File: src/rtl/pc_npc_unit.sv
// Program counter and next-PC selection for the single-cycle MIPS fetch path.
// PC is registered; NPC and PC4 are combinational from the current PC and controls.
module pc_npc_unit #(
    parameter logic [31:0] RESET_PC = 32'h0000_3000,
    parameter int unsigned PC_STEP  = 4
) (
    input  logic        clk,
    input  logic        res,
    input  logic [25:0] imm,
    input  logic [31:0] A,
    input  logic [1:0]  PC_op,
    input  logic        zero,
    output logic [31:0] PC,
    output logic [31:0] NPC,
    output logic [31:0] PC4
);

    localparam int unsigned ADDR_W = 32;

    typedef enum logic [1:0] {
        OP_SEQ  = 2'b00,
        OP_BEQ  = 2'b01,
        OP_JUMP = 2'b10,
        OP_JR   = 2'b11
    } pc_op_e;

    logic [ADDR_W-1:0] branch_offset;
    logic [ADDR_W-1:0] branch_target;
    logic [ADDR_W-1:0] jump_target;

    // Current instruction address; reset wins over the clock.
    always_ff @(posedge clk or posedge res) begin
        if (res) begin
            PC <= RESET_PC;
        end else begin
            PC <= NPC;
        end
    end

    assign PC4           = PC + ADDR_W'(PC_STEP);
    assign branch_offset = {{14{imm[15]}}, imm[15:0], 2'b00};
    assign branch_target = PC4 + branch_offset;
    // Upper nibble comes from the current PC, not PC+4.
    assign jump_target   = {PC[31:28], imm, 2'b00};

    always_comb begin
        NPC = PC4;
        unique case (pc_op_e'(PC_op))
            OP_SEQ:  NPC = PC4;
            OP_BEQ:  NPC = zero ? branch_target : PC4;
            OP_JUMP: NPC = jump_target;
            OP_JR:   NPC = A;
            default: NPC = PC4;
        endcase
    end

endmodule

File: config.mk
export PLATFORM = sky130hd
export DESIGN_NAME = pc_npc_unit
export DESIGN_NICKNAME = d
export VERILOG_FILES = /design/src/rtl/pc_npc_unit.sv
export SDC_FILE = /design/constraint.sdc
export NUM_CORES = 1
export LEC_CHECK = 0
export CAP_MARGIN = 20
export CORE_MARGIN = 1
export CORE_UTILIZATION = 41
export CTS_BUF_LIST = sky130_fd_sc_hd__clkbuf_16
export DETAILED_ROUTE_END_ITERATION = 8
export PLACE_DENSITY = 0.76
export SYNTH_ARGS = -nofsm -noshare
export SYNTH_HDL_FRONTEND = slang
export SYNTH_SLANG_ARGS = --single-unit
File: constraint.sdc
create_clock -name clk -period 6.2 [get_ports clk]
set_clock_uncertainty 0.2 [all_clocks]
set_input_delay 1.86 -clock clk [delete_from_list [all_inputs] [get_ports clk]]
set_output_delay 1.86 -clock clk [all_outputs]
set_load 0.02 [all_outputs]
==> flow_metrics.py <==
metrics = {
    "cells_and_area": {
        "regMostFlops": "PC",
        "final_common_cell": "buf_4",
        "largest_reg_flops": 32,
        "n_antenna_cell": 0,
        "fin_area_sq_um": 7830,
        "drive_gt1_share_pct": 42.6,
        "synthToLayoutAreaGrowth_pct": 96.6,
        "biggestRegsByFlops": "PC: 32 flops",
        "layout.cells.non_filler": 958,
        "final_cell_mix": "buf_4 (190), clkdlybuf4s50_1 (114), nand2_1 (46)",
        "nets": 926,
    },
    "die": {
        "dieArea_sq_um": 10100,
        "start_util_pct": 42.7,
        "coreArea_sq_um": 9330,
        "ios": 159,
        "row_count": 35,
        "chipWidth_um": 101,
        "chipHeight_um": 101,
    },
    "synthesis": {
        "async_reset_ff_share_pct": 100,
        "postSynthAreaPerCell_sq_um": 7.98,
        "syn_nets": 597,
        "synth-main-ff-cell": "dfrtp_1",
        "synth_top_area_share_pct": 18.8,
        "ys_warn_count": 0,
        "synth.area.top_cells": "dfrtp_1 (19%), ha_1 (11%), xnor2_1 (7.3%), a21oi_1 (6.0%), nand2_1 (4.8%)",
        "ys_seq_area_share_pct": 20.2,
        "ys_ff_latch": 32,
        "yosysTopAreaCell": "dfrtp_1",
        "synth_edf_count": 0,
        "netlist_area_sq_um": 3980,
        "synth_cells": 499,
        "ys_types": 64,
    },
    "routing": {
        "met1_length_mm": 8.28,
        "firstDrtPassIters": 8,
        "routed-wl-met3_mm": 2.25,
        "drt_iter0_drc": 676,
        "top_layer_used": "met4",
        "post_drt_wl_per_cell_um": 23.2,
        "routed_via_density": 6.29,
        "met2WireLength_mm": 10.3,
        "routed_wl_mm": 22.3,
        "drcViolationCount": 1,
        "num_vias": 6025,
        "antenna_left": 0,
    },
    "power_and_ir_drop": {
        "powerDensity_nw_per_um2": 299,
        "peakVddDrop_mv": 0.161,
        "leakage_uw": 0.00345,
    },
    "place": {
        "place.gp.congestion": 1.01,
        "dp_cells": 908,
        "io_buffers": 158,
        "hpwlAfterDp_mm": 13.9,
        "dpl_cell_area_sq_um": 6770,
    },
    "cts": {
        "insertion_delay_ns": 0.28,
        "cts_tree": "yes",
        "cts_buffers": 5,
        "cts_sinks": 32,
        "clk_path_buf_depth": 2,
        "clk_pin_slew_worst_paths_ns": 0.06,
        "htreeDepth": 2,
        "cts_root_buffer": "clkbuf_16",
    },
    "timing": {
        "setup_viol": 21,
        "rsz0062_at_grt": "true",
        "fin_crit_ns": 6.61,
        "slew_viol_final": 0,
        "fmax_ghz": 0.151,
        "fin_ws_ns": -0.415,
        "hold_viol": 0,
        "slew_headroom_pct": 64.8,
        "tightest_slew_ns": 0.526,
        "period_share_pct": 107,
        "fin_setup_tns_ns": -3.77,
    },
    "hold_path": {
        "hold_path_class": "reg -> reg",
    },
    "global_routing": {
        "grt_max_degree": 33,
        "track_usage_pct": 37.2,
        "grt_pass1_vias": 5544,
        "grt_pass1_wl_mm": 28.9,
        "grt-ovfl-total": 0,
        "antenna_found_initial": 0,
    },
    "job": {
        "drv_cap": 0,
    },
    "critical_path": {
        "cp-start-kind": "input port",
        "worstPathArrival_ns": 4.55,
        "worst-path-max-fanout": 3,
        "cp-end-kind": "output port",
        "crit_type": "in -> out",
        "crit_required_ns": 4.14,
    },
    "run_status": {
        "status": "finished with violations",
        "violations": "design-rule violations, negative setup slack",
    },
}
-- routing by layer --
metal / GRT usage [%] / vias to the layer above
li1: - / 2506
met1: 46.4 / 2829
met2: 65.7 / 530
met3: 4.99 / 160
met4: 13.0 / 0
met5: 0 / -
-- report_power, final --
| group | switching (uW) | internal, uW | total [uW] |
|---|---|---|---|
| registers | 51.3 | 250 | 301 |
| clock network | 103 | 145 | 248 |
| logic | 902 | 889 | 1790 |
| total | 1060 | 1280 | 2340 |
-- Yosys cell counts (all sizes together) (3+ instances only) --
master,number
a211oi,4
a21boi,4
a21o,11
a21oi,48
a221o,4
a31oi,7
and2,5
and3,8
and4,6
buf,7
clkbuf,19
dfrtp,30
ha,34
inv,21
mux2i,7
mux4,7
nand2,51
nand3,25
nand4,8
nor2,37
nor2b,7
nor3,4
o211ai,5
o21ai,36
o21bai,4
o221ai,9
o311ai,3
o31ai,4
xnor2,33
xor2,18
-- path summary, 6_finish.rpt --
path / start / endpoint / slack, ns / cells past startpoint
min in group asynchronous: res / PC[4]$_DFF_PP0_ / 1.83 / 3
min reg2reg: PC[1]$_DFF_PP0_ / PC[1]$_DFF_PP0_ / 0.37 / 1
max in group asynchronous: res / PC[13]$_DFF_PP1_ / 3.60 / 3
max reg2reg: PC[6]$_DFF_PP0_ / PC[26]$_DFF_PP0_ / 1.89 / 18
min: PC[1]$_DFF_PP0_ / PC[1]$_DFF_PP0_ / 0.37 / 1
max: imm[0] / NPC[26] / -0.41 / 16
-- cells by family after synthesis --
group	after synthesis	synth area share [%]
fa+ha+maj	35	11.2
mux	15	6.00
buf+inv	48	4.93
compound gates	158	26.6
flops	32	20.2
simple gates	160	19.9
xor+xnor	51	11.2
-- metrics by stage --
| step | power (uW) | setup WS, ns | hold WS (ns) | util [%] |
|---|---|---|---|---|
| 2_1_floorplan | 991 | 0.00279 | 0.601 | - |
| 3_3_place_gp | 1650 | -1.18 | 0.325 | 72.6 |
| 3_5_place_dp | 1680 | -1.26 | 0.336 | 72.6 |
| 4_1_cts | 2090 | -0.335 | 0.353 | 79.6 |
| 5_1_grt | 2420 | -0.511 | 0.383 | 84.0 |
| 6_report | 2340 | -0.415 | 0.372 | 84.0 |
-- worst max-delay path, cell delays in order --
cell and delay, ns:
buf_6 0.08, ha_4 0.13, inv_2 0.05, fa_2 0.35, nor2b_2 0.14, o211ai_1 0.11
a21boi_2 0.23, o21ai_2 0.13, a31oi_4 0.22, a41oi_2 0.19, o221ai_2 0.28, buf_4 0.17
a21oi_4 0.05, xor2_2 0.15, a31oi_2 0.22, buf_4 0.19
-- timing repair --
action / 4_1_cts / 5_1_grt
resized for setup: 240 / 72
hold buffers: 0 / 0
pin swaps: 56 / 53
setup endpoints to repair: 29 / 23
buffers inserted: 20 / 24
-- cell type report --
type                            instances  area [sq um]
Sequential cell                        32           803
Clock buffer                            5           125
Clock inverter                          3          11.3
Multi-Input combinational cell        419          3690
Timing Repair Buffer                  348          2960
Inverter                               22          82.6
Fill cell                             515          1490
Tap cell                              129           161
No activity file was read; power rests on OpenSTA's default activity.
